<file path="config.mk">
export PLATFORM = sky130hd
export DESIGN_NAME = tcp_tx_route_tagger
export DESIGN_NICKNAME = d
export VERILOG_FILES = /design/src/rtl/lynxTypes.sv /design/src/rtl/tcp_route_id_fifo.sv /design/src/rtl/tcp_tx_route_tagger.sv
export SDC_FILE = /design/constraint.sdc
export NUM_CORES = 1
export LEC_CHECK = 0
export BUFFER_PORTS_ARGS = -buffer_cell sky130_fd_sc_hd__buf_2
export CORE_AREA = 2 2 464 466
export DETAILED_ROUTE_END_ITERATION = 6
export DIE_AREA = 0 0 466 468
export MAX_ROUTING_LAYER = met4
export SYNTH_ARGS = -nofsm -noshare
export SYNTH_HDL_FRONTEND = slang
export SYNTH_HIERARCHICAL = 1
export SYNTH_SLANG_ARGS = --single-unit
export TNS_END_PERCENT = 10
</file>
<file path="constraint.sdc">
create_clock -name aclk -period 22.3 [get_ports aclk]
set_input_delay 1.115 -clock aclk [delete_from_list [all_inputs] [get_ports aclk]]
set_output_delay 1.115 -clock aclk [all_outputs]
set_load 0.02 [all_outputs]
</file>
<file path="src/rtl/lynxTypes.sv">
// rtl/lynxTypes.sv - shared types for the TCP TX route tagging path
package lynxTypes;

  localparam int POS_ROUTE_ID_BITS = 14;

  typedef logic [13:0] route_id_t;

  typedef enum logic {
    TAG_HEAD = 1'b0,
    TAG_BODY = 1'b1
  } tag_state_t;

endpackage

</file>
<file path="src/rtl/tcp_route_id_fifo.sv">
// rtl/tcp_route_id_fifo.sv - synchronous route_id FIFO with occupancy and drop flag
module tcp_route_id_fifo
  import lynxTypes::*;
#(
  parameter int DEPTH = 16
) (
  input  logic                     clk,
  input  logic                     rst,
  input  logic                     push,
  input  route_id_t                push_data,
  input  logic                     pop,
  output route_id_t                pop_data,
  output logic                     full,
  output logic                     empty,
  output logic [$clog2(DEPTH):0]   count,
  output logic                     overflow
);

  localparam int AW = $clog2(DEPTH);

  route_id_t       mem [DEPTH];
  logic [AW:0]     wr_ptr;
  logic [AW:0]     rd_ptr;
  logic            do_push;
  logic            do_pop;

  // Occupancy is the pointer difference; the extra pointer bit separates full from empty.
  assign count    = wr_ptr - rd_ptr;
  assign empty    = (wr_ptr == rd_ptr);
  assign full     = (count == (AW+1)'(DEPTH));
  assign do_pop   = pop && !empty;
  // A pop in the same cycle frees a slot, so a push into a full FIFO still lands.
  assign do_push  = push && (!full || do_pop);
  assign overflow = push && full && !do_pop;
  assign pop_data = mem[rd_ptr[AW-1:0]];

  // Pointer update on accepted push/pop.
  always_ff @(posedge clk or posedge rst) begin
    if (rst) begin
      wr_ptr <= '0;
      rd_ptr <= '0;
    end else begin
      if (do_push) wr_ptr <= wr_ptr + 1'b1;
      if (do_pop)  rd_ptr <= rd_ptr + 1'b1;
    end
  end

  // Storage write; contents are don't-care until the pointers cover them.
  always_ff @(posedge clk) begin
    if (do_push) mem[wr_ptr[AW-1:0]] <= push_data;
  end

endmodule

</file>
<file path="src/rtl/tcp_tx_route_tagger.sv">
// rtl/tcp_tx_route_tagger.sv - binds queued route_ids to outgoing TX AXIS packets
module tcp_tx_route_tagger
  import lynxTypes::*;
#(
  parameter int        DATA_BITS     = 512,
  parameter int        ROUTE_DEPTH   = 16,
  parameter int        TIMEOUT_CYC   = 1024,
  parameter route_id_t DEFAULT_ROUTE = 14'h0
) (
  input  logic                           aclk,
  input  logic                           areset,
  input  route_id_t                      s_route_id,
  input  logic                           s_route_id_valid,
  input  logic [DATA_BITS-1:0]           s_axis_tdata,
  input  logic [DATA_BITS/8-1:0]         s_axis_tkeep,
  input  logic                           s_axis_tlast,
  input  logic                           s_axis_tvalid,
  output logic                           s_axis_tready,
  output logic [DATA_BITS-1:0]           m_axis_tdata,
  output logic [DATA_BITS/8-1:0]         m_axis_tkeep,
  output logic                           m_axis_tlast,
  output logic                           m_axis_tvalid,
  input  logic                           m_axis_tready,
  output route_id_t                      m_axis_route_id,
  output logic                           err_overflow,
  output logic                           err_timeout,
  output logic [$clog2(ROUTE_DEPTH):0]   route_count
);

  localparam int              WW         = $clog2(TIMEOUT_CYC) + 1;
  localparam logic [WW-1:0]   WAIT_LIMIT = WW'(TIMEOUT_CYC - 1);

  tag_state_t       state;
  route_id_t        cur_route;
  logic [WW-1:0]    wait_cnt;

  route_id_t        fifo_head;
  logic             fifo_full;
  logic             fifo_empty;
  logic             fifo_overflow;

  logic             out_free;
  logic             timeout_hit;
  logic             accept;
  logic             head_accept;
  logic             fifo_pop;
  route_id_t        head_route;

  assign out_free    = !m_axis_tvalid || m_axis_tready;
  assign timeout_hit = (wait_cnt >= WAIT_LIMIT);
  // A head beat needs a route_id, unless it has waited long enough to take the fallback.
  assign s_axis_tready = (state == TAG_HEAD) ? (out_free && (!fifo_empty || timeout_hit))
                                             : out_free;
  assign accept      = s_axis_tvalid && s_axis_tready;
  assign head_accept = accept && (state == TAG_HEAD);
  assign fifo_pop    = head_accept && !fifo_empty;
  assign head_route  = fifo_empty ? DEFAULT_ROUTE : fifo_head;

  tcp_route_id_fifo #(
    .DEPTH (ROUTE_DEPTH)
  ) u_route_fifo (
    .clk       (aclk),
    .rst       (areset),
    .push      (s_route_id_valid),
    .push_data (s_route_id),
    .pop       (fifo_pop),
    .pop_data  (fifo_head),
    .full      (fifo_full),
    .empty     (fifo_empty),
    .count     (route_count),
    .overflow  (fifo_overflow)
  );

  // Packet framing FSM, head wait counter, held route and sticky error flags.
  always_ff @(posedge aclk or posedge areset) begin
    if (areset) begin
      state        <= TAG_HEAD;
      cur_route    <= '0;
      wait_cnt     <= '0;
      err_overflow <= 1'b0;
      err_timeout  <= 1'b0;
    end else begin
      if (fifo_overflow) err_overflow <= 1'b1;

      if (accept) begin
        wait_cnt <= '0;
      end else if ((state == TAG_HEAD) && s_axis_tvalid && fifo_empty && !(&wait_cnt)) begin
        wait_cnt <= wait_cnt + 1'b1;
      end

      case (state)
        TAG_HEAD: begin
          if (head_accept) begin
            cur_route <= head_route;
            if (fifo_empty)     err_timeout <= 1'b1;
            if (!s_axis_tlast)  state <= TAG_BODY;
          end
        end
        TAG_BODY: begin
          if (accept && s_axis_tlast) state <= TAG_HEAD;
        end
        default: state <= TAG_HEAD;
      endcase
    end
  end

  // Single output register slice; holds everything while the VIU stalls.
  always_ff @(posedge aclk or posedge areset) begin
    if (areset) begin
      m_axis_tvalid   <= 1'b0;
      m_axis_tdata    <= '0;
      m_axis_tkeep    <= '0;
      m_axis_tlast    <= 1'b0;
      m_axis_route_id <= '0;
    end else if (accept) begin
      m_axis_tvalid   <= 1'b1;
      m_axis_tdata    <= s_axis_tdata;
      m_axis_tkeep    <= s_axis_tkeep;
      m_axis_tlast    <= s_axis_tlast;
      m_axis_route_id <= head_accept ? head_route : cur_route;
    end else if (m_axis_tready) begin
      m_axis_tvalid   <= 1'b0;
    end
  end

endmodule

</file>
* Word-level counts from Yosys, hierarchy flattened
Memory sizes are Yosys's and may differ from the RTL's.
Index checks and enable logic that the tools add are counted.
** Storage, ports and cells
- Flip-flop bits (word level) :: 630
- Latch bits :: 0
- Bits in writable memories :: 224
- Bits in read-only memories :: 0
- Logic and storage cells :: 58
- Memories :: 1
** Operators by class
- Add/subtract/negate cells :: 4
- Multiply operators :: 0
- Divide/modulo/power cells :: 0
- $lt $le $gt $ge :: 1
- Equal/unequal tests :: 2
- Shift operators :: 0
- Muxes and demuxes :: 13
- Bitwise operators :: 1
- Reduce and logical (&&, ||, !) cells :: 24
** Memory list
- u_route_fifo.mem :: words 16, width 14, read ports 1, clocked after memory_dff 0, wr ports 1, RTL line tcp_route_id_fifo.sv:21 : route_id_t mem [DEPTH];
** Operator list (number)
- $mux 14 :: 2
- $mux 11 :: 2
- $logic_and 1x1->1 :: 12
- $add 11x1->11 const B :: 1
- $ge 11x10->1 const B :: 1
- $reduce_and 11->1 :: 1
- $add 5x1->5 const B :: 2
- $mux 1 :: 8
- $eq 5x5->1 :: 1
- $eq 5x5->1 const B :: 1
- $logic_not 1->1 :: 5
- $sub 5x5->5 :: 1
- $reduce_bool 2->1 :: 2
- $logic_or 1x1->1 :: 3
- $reduce_and 3->1 :: 1
- $pmux 1 s2 :: 1
- $not 1->1 :: 1

* Depth between registers and ports, before layout
Gate-level depths: netlist of run 1.
- Depth after elaboration :: 13
- Gate-level depth with buffers :: 14

* Modules after synthesis
The synthesis of run 1 kept the hierarchy.
** Modules (own cells, without submodules)
- tcp_tx_route_tagger :: times used 1, cells each 1410, area each 25883.6 µm², seq. area each 15514.9 µm²
- tcp_route_id_fifo :: times used 1, cells each 480, area each 9355.2 µm², seq. area each 6976.7 µm²

* Worst setup path before layout of run 1
Ideal clock, no wire load.
- Path type :: flip-flop to flip-flop
- Start :: reg u_route_fifo.rd_ptr[2]
- End :: mem u_route_fifo/mem[0][0] (netlist bit), enable pin
- Arrival :: 3.943 ns
- Slack :: 17.936 ns
- Cell stages (with the launch flop) :: 14
- Cells stage by stage :: dfrtp_1 > buf_2 > buf_1 > inv_1 > clkbuf_1 > ha_1 > nand4_1 > nor2_1 > clkbuf_1 > nor3_1 > nor2b_1 > buf_2 > nor2_1 > nor4_1
** Between the ends
- Longest elaborated chain between the ends :: 13
- Elaborated cells between the ends (all ways) :: 16
- Those cells by class :: 1 x add/sub; 2 x eq/ne; 3 x mux; 10 x reduce/logical
** RTL lines
- start, declared :: RTL line tcp_route_id_fifo.sv:23 : logic [AW:0] rd_ptr;
- start signal, assigned :: RTL line tcp_route_id_fifo.sv:44 : if (do_pop) rd_ptr <= rd_ptr + 1'b1;
- $eq 5x5->1 (*) :: RTL line tcp_route_id_fifo.sv:29 : assign empty = (wr_ptr == rd_ptr);
- named net fifo_empty :: RTL line tcp_tx_route_tagger.sv:39 : logic fifo_empty;
- $logic_not 1->1 (*) :: RTL line tcp_tx_route_tagger.sv:52, tcp_tx_route_tagger.sv:56
- $logic_or 1x1->1 :: RTL line tcp_tx_route_tagger.sv:52 : assign s_axis_tready = (state == TAG_HEAD) ? (out_free && (!fifo_empty || timeout_hit))
- $logic_and 1x1->1 :: RTL line tcp_tx_route_tagger.sv:52
- $mux 1 :: RTL line tcp_tx_route_tagger.sv:52
- $logic_and 1x1->1 :: RTL line tcp_tx_route_tagger.sv:54 : assign accept = s_axis_tvalid && s_axis_tready;
- $logic_and 1x1->1 :: RTL line tcp_tx_route_tagger.sv:55 : assign head_accept = accept && (state == TAG_HEAD);
- $logic_and 1x1->1 (*) :: RTL line tcp_tx_route_tagger.sv:56 : assign fifo_pop = head_accept && !fifo_empty;
- named net fifo_pop :: RTL line tcp_tx_route_tagger.sv:46 : logic fifo_pop;
- $logic_and 1x1->1 (*) :: RTL line tcp_route_id_fifo.sv:31 : assign do_pop = pop && !empty;
- $logic_or 1x1->1 (*) :: RTL line tcp_route_id_fifo.sv:33 : assign do_push = push && (!full || do_pop);
- $logic_and 1x1->1 (*) :: RTL line tcp_route_id_fifo.sv:33
- $mux 1 (*) :: RTL line tcp_route_id_fifo.sv:50 : if (do_push) mem[wr_ptr[AW-1:0]] <= push_data;
- $mux 1 (implied by the code) (*) :: RTL line tcp_route_id_fifo.sv:50
- end, declared :: RTL line tcp_route_id_fifo.sv:21
The timed path passes the listed nets; every way through them passes the cells marked *.

* Worst setup path in the final report of run 1
- Start :: reg u_route_fifo.rd_ptr[1]
- End :: reg m_axis_tdata[191]
** Between the ends
- Longest elaborated chain between the ends :: 6
** RTL lines
- $eq 5x5->1 :: RTL line tcp_route_id_fifo.sv:29
- named net fifo_empty :: RTL line tcp_tx_route_tagger.sv:39
- $logic_not 1->1 :: RTL line tcp_tx_route_tagger.sv:52
- $logic_or 1x1->1 :: RTL line tcp_tx_route_tagger.sv:52
- $logic_and 1x1->1 :: RTL line tcp_tx_route_tagger.sv:52
- $mux 1 :: RTL line tcp_tx_route_tagger.sv:52
- $logic_and 1x1->1 :: RTL line tcp_tx_route_tagger.sv:54
- end signal, assigned :: RTL line tcp_tx_route_tagger.sv:117 : m_axis_tdata <= s_axis_tdata;
- end, declared :: RTL line tcp_tx_route_tagger.sv:19 : output logic [DATA_BITS-1:0] m_axis_tdata,
The timed path passes the listed nets, and every way through them passes these cells.
A chain may end at the register's enable or synchronous reset.

==> impl_metrics.json, run 1 <==
{
  "rsz0062_at_grt": "false",
  "cts_root_buf": "clkbuf_16",
  "holdCritPathClass": "in2async",
  "synth-seq-area-share_pct": 63.83,
  "synth_edf_count": 224,
  "die_x_um": 466,
  "dieArea_sq_um": 218100,
  "first_pass_iters": 7,
  "wl_per_cell_um": 31.08,
  "design_area_sq_um": 48020,
  "gp_congestion": 0.9584,
  "drt_iter0_markers": 1700,
  "period_needed_ps": 7577,
  "switching_share_pct": 37.94,
  "p_comb_share_pct": 37.1,
  "synth_top_cell_area_share_pct": 44.74,
  "synth.distinct_cells": 57,
  "dpl-instance-area_sq_um": 44200,
  "insertion_delay_ps": 750,
  "synth_area_leaders": "dfrtp_1, mux2_4, edfxtp_1",
  "ys_warn_count": 6,
  "antenna_found_initial": 169,
  "final_common_cell": "buf_2",
  "power_leakage_nw": 22.14,
  "totalWireLength_um": 190500,
  "finalHoldViolations": 0,
  "relSlewSlack_pct": 19.38,
  "cts-htree-levels": 3,
  "intPower_mw": 4.065,
  "place_inst": 5856,
  "switchingPower_mw": 2.486,
  "fin_util_pct": 22.51,
  "seqPwrFrac_pct": 35.6,
  "grt.total_usage_pct": 17.32,
  "start_kind": "flop",
  "antenna_left": 0,
  "cts-buffers-inserted": 102,
  "worst_slack_ps": 14720,
  "synth_ff_type": "dfrtp_1",
  "fmax_mhz": 132.0,
  "core-area_sq_um": 213300,
  "initial_core_util_pct": 16.52,
  "area_growth_pct": 36.28,
  "hold_buffers": 0,
  "dp_hpwl_um": 160400,
  "synth_async_sr_flop_share_pct": 73.77,
  "cts_setup_buffers": 0,
  "finalNonFillerCells": 6131,
  "ys_seq_elements": 854,
  "crit_type": "reg2reg",
  "avgSynthCellArea_sq_um": 18.64,
  "drc": 0,
  "synthCells": 1890,
  "final_cell_mix": "buf_2, dfrtp_1, mux2_4",
  "numPortBuffers": 1195,
  "report.final.slew_viol_count": 0,
  "clockBufferDepth": 3,
  "fin_nets": 3729,
  "critPathArrivalTime_ps": 8170,
  "grt_pass1_vias": 22540,
  "fin_tns_setup_ps": 0,
  "worstMarginPinSlew_ps": 1200,
  "cp.required_ps": 22900,
  "ioPinCount": 1196,
  "cts_sinks": 854,
  "setup_violations": 0,
  "cp-end-kind": "flop",
  "crit_path_max_fanout": 54,
  "chipHeight_um": 468,
  "overflow": 0,
  "rows": 170,
  "cap_violations": 0,
  "route.vias.total": 22590,
  "power-per-cell-area_nw_per_um2": 136.4,
  "status": "finished clean",
  "min_period_over_period_pct": 33.98,
  "drive_gt1_share_pct": 64.22,
  "worst_ir_drop_vdd_mv": 0.09851,
  "pre_cts_slack_ps": 14700,
  "grt_pass1_wl_um": 240000,
  "synth_area_sq_um": 35240,
  "synthesis.nets": 2497,
  "cts_tree": "yes",
  "synth_top_cell_by_area": "dfrtp_1",
  "routed_via_density": 3.684,
  "clock_skew_ps": 65.92,
  "grt_max_degree": 96,
  "pwr-share-clk_pct": 27.3,
  "post_cts_resized": 0,
  "path_clk_slew_ps": 60
}
through the flow:
step	power (mW)	hold slack, ps
2_1_floorplan	3.760	457.4
3_3_place_gp	4.818	454.0
3_5_place_dp	4.842	458.3
4_1_cts	6.675	352.3
5_1_grt	6.840	424.5
6_report	6.551	459.2
sequential cells by signal (all words and copies together), names as in the netlist, named ones only:
register and cells:
m_axis_tlast 1, m_axis_tvalid 1, u_route_fifo/wr_ptr 5, wait_cnt 11, m_axis_tdata 512, m_axis_tkeep 64, m_axis_route_id 14, cur_route 14
u_route_fifo/mem 224, err_overflow 1, err_timeout 1, u_route_fifo/rd_ptr 5
path summary, 6_finish.rpt:
check / cells after the start / endpoint / slack (ps) / from
max in group asynchronous: 5 / m_axis_tdata[241] / 18710 / areset
worst min register to register: 1 / err_timeout / 470 / err_timeout
worst max register to register: 12 / m_axis_tdata[191] / 14720 / u_route_fifo/rd_ptr[1]
worst max-delay path: 12 / m_axis_tdata[191] / 14720 / u_route_fifo/rd_ptr[1]
worst min-delay path: 2 / u_route_fifo/wr_ptr[1] / 460 / areset
min in group aclk: 1 / err_timeout / 470 / err_timeout
final cells by class:
cell class	instances	area, sq um
well taps	2838	3551
flip-flops and latches	854	22500
fillers	22510	165300
repair buffers	1228	6241
clock inverters	54	764.5
clock buffers	134	2845
diodes	87	217.7
inverters	14	62.56
multi-input cells	922	11850
cells in the mapped netlist (all sizes together), types with 6 or more instances:
cell type  instances
nand3              6
inv               14
dfrtp            630
a31oi             14
o21ai             34
a21oi             11
nor2b             19
nand2             71
mux2i             16
nor2               8
and3              18
clkbuf            19
mux4              56
xnor2              7
nor3b              7
mux2             592
buf               81
ha                10
nor3               8
edfxtp           224
kinds of logic after synthesis:
kind of cell / synth area share [%]
AOI/OAI and AO/OA: 1.335
buffers and inverters: 2.684
adders and majority gates: 0.4119
and+or+nand+nor: 2.382
DFF: 63.83
xor gates and xnor gates: 0.2734
muxes: 29.09
layer usage:
layer | vias to the layer above | part of all wire [%] | track usage, %
met5 | - | 0 | -
met4 | 0 | 2.8 | 4.452
met3 | 279 | 9.7 | 6.624
met2 | 1227 | 44 | 25.56
met1 | 11490 | 43 | 22.07
li1 | 9594 | - | -
critical path, stage by stage, from the launching register on:
cell and delay [ps]:
dfrtp_2 1030, inv_1 530, ha_1 460, nand4_1 110, nor2_1 230, buf_4 280, nor3b_1 240, o41a_1 580
or2_4 730, buf_4 870, buf_4 960, buf_4 810, mux2_4 360
power groups by stage:
stage          Clock [mW]  Combinational (mW)  Sequential (mW)
2_1_floorplan           0                1.08             2.68
3_3_place_gp            0                2.47             2.35
3_5_place_dp            0                2.48             2.36
4_1_cts              1.85                2.49             2.33
5_1_grt              1.90                2.55             2.38
6_report             1.79                2.43             2.33
Power figures use the tool's default switching activity.
==> inputs of run 2 (changes only) <==
clock period = 7.5 ns   (was 22.3 ns; I/O delays follow)
==> run 2 against run 1 <==
Effect of this change:
- via count increased by 12%
- sequential share of layout area down 5.2 points
- global-route usage down 0.099 points
==> impl_metrics.json, run 2 (synthesized netlist as in run 1, its figures left out) <==
{
  "status": "finished clean",
  "grt.total_usage_pct": 17.22,
  "power_leakage_nw": 24.63,
  "regMostFlops": "m_axis_tdata",
  "path_clk_slew_ps": 60,
  "fillers": 22050,
  "clock_skew_ps": 73.55,
  "dpl-instance-area_sq_um": 44390,
  "first_pass_iters": 7,
  "drt_iter0_markers": 1999,
  "grt_max_degree": 152,
  "start_kind": "flop",
  "crit_path_max_fanout": 29,
  "die_x_um": 466,
  "dp_hpwl_um": 157000,
  "numPortBuffers": 1195,
  "finalHoldViolations": 0,
  "totalWireLength_um": 191200,
  "report.final.slew_viol_count": 0,
  "relSlewSlack_pct": 20.69,
  "fin_nets": 4324,
  "cp-end-kind": "flop",
  "clockBufferDepth": 3,
  "core-area_sq_um": 213300,
  "design_area_sq_um": 54010,
  "crit_type": "reg2reg",
  "cpMaxStageDelayCell": "dfrtp_1",
  "r2r_cells": 10,
  "cts-buffers-inserted": 101,
  "cp_top_family": "simple AND/OR/NAND/NOR gates",
  "whs_path_depth": 2,
  "period_needed_ps": 4984,
  "worst_ir_drop_vdd_mv": 0.2684,
  "fmax_mhz": 200.6,
  "insertion_delay_ps": 760,
  "initial_core_util_pct": 16.52,
  "gr-usage-met3_pct": 4.913,
  "grt_pass1_vias": 25430,
  "multiInputGateArea_sq_um": 11850,
  "worst_slack_ps": 2516,
  "crit_cells": 10,
  "power-per-cell-area_nw_per_um2": 361.8,
  "grt_pass1_wl_um": 244000,
  "worstMarginPinSlew_ps": 1185,
  "cts-htree-levels": 3,
  "route.vias.total": 25190,
  "seq_area_sq_um": 22500,
  "cts_tree": "yes",
  "drc": 0,
  "area_growth_pct": 53.28,
  "rsz0062_at_grt": "false",
  "path_cells": "inv_1, ha_1, nand4_1, nor2_1, buf_4, nor3b_1, o41a_1, or2_4, buf_4, mux2_4",
  "drive_gt1_share_pct": 54.22,
  "path_buf_inv": 3,
  "setup_violations": 0,
  "cp.required_ps": 8080,
  "gp_congestion": 0.9550,
  "cts_root_buf": "clkbuf_16",
  "chipHeight_um": 468,
  "largest_register_ffs": 512,
  "rows": 170,
  "pre_cts_slack_ps": 2517,
  "min_period_over_period_pct": 66.46,
  "critPathArrivalTime_ps": 5560,
  "final_cell_mix": "buf_2, dfrtp_1, dlygate4sd3_1",
  "routed_via_density": 3.731,
  "grt.met1_usage_pct": 21.91,
  "final_common_cell": "buf_2",
  "overflow": 0,
  "gr-usage-met2_pct": 26.17,
  "wl_per_cell_um": 28.33,
  "antenna_found_initial": 163,
  "ioPinCount": 1196,
  "max_stage_delay_ps": 850,
  "dieArea_sq_um": 218100,
  "cts_sinks": 854,
  "cap_violations": 0,
  "path_common_cell": "buf_4",
  "holdCritPathClass": "in2reg",
  "top_usage_layer": "met2",
  "antenna_left": 0
}
## run 2: cell count changes in the layout (fill, tap and decap cells not counted), moves of 2 or more
| cell | before | now |
|---|---|---|
| dfrtp_2 | 2 | 0 |
| dlygate4sd3_1 | 0 | 585 |
| clkinv_4 | 7 | 1 |
| buf_12 | 1 | 10 |
| dfrtp_1 | 627 | 629 |
| clkinv_2 | 14 | 19 |
| clkbuf_16 | 104 | 101 |
| inv_6 | 7 | 5 |
| diode_2 | 87 | 113 |
| clkinv_1 | 1 | 5 |
| buf_4 | 32 | 34 |
## run 2: final timing paths
| path | start | endpoint | slack (ps) |
|---|---|---|---|
| min reg2reg | err_overflow | err_overflow | 470 |
| min | s_axis_tdata[323] | m_axis_tdata[323] | 60 |
| max in group asynchronous | areset | m_axis_tkeep[27] | 5300 |
| min in group asynchronous | areset | u_route_fifo/wr_ptr[3] | 240 |
| max | u_route_fifo/rd_ptr[3] | m_axis_tdata[319] | 2520 |
| max reg2reg | u_route_fifo/rd_ptr[3] | m_axis_tdata[319] | 2520 |
## run 2: timing repair
| item | 4_1_cts | 5_1_grt |
|---|---|---|
| setup buffers | 0 | 0 |
| gates resized for setup | 0 | 0 |
| hold endpoints to repair | 824 | 0 |
| hold buffers | 585 | 0 |
## run 2: metal layers
| metal | part of all wire, % | wire length, um |
|---|---|---|
| met2 | 46 | 87160 |
| met1 | 43 | 81490 |
| met3 | 8.4 | 16090 |
| met5 | 0 | 0 |
| met4 | 3.4 | 6475 |
## run 2: worst register-to-register path, stage by stage (launching register included)
cell and delay [ps]:
dfrtp_1 850, inv_1 400, ha_1 470, nand4_1 140
nor2_1 180, buf_4 260, nor3b_1 240, o41a_1 510
or2_4 780, buf_4 640, mux2_4 350
## run 2: report_power, final
| group | switching, mW | internal, mW |
|---|---|---|
| combinational | 4.23 | 3.15 |
| clock | 2.19 | 3.03 |
| sequential | 0.923 | 6.02 |
| total | 7.34 | 12.2 |
## run 2: layout make-up
class                   count  share of cell area, %
flip-flops and latches    854                  41.65
repair buffers           1824                  22.76
multi-input cells         922                  21.93
well taps                2838                  6.574
clock buffers             131                  5.110
clock inverters            54                  1.348
diodes                    113                 0.5235
inverters                  14                 0.1089
## run 2: through the flow
step	setup TNS (ps)	instances	utilization [%]	hold slack [ps]	total power, mW
final	0	6750	25.32	60.18	19.54
after global routing	0	6725	25.29	24.25	20.37
after CTS	0	6637	25.19	12.76	19.81
after detailed placement	0	5867	20.81	448.1	14.16
after global placement	0	5867	20.81	457.3	14.09
after floorplan	-829550	1890	-	215.2	11.18
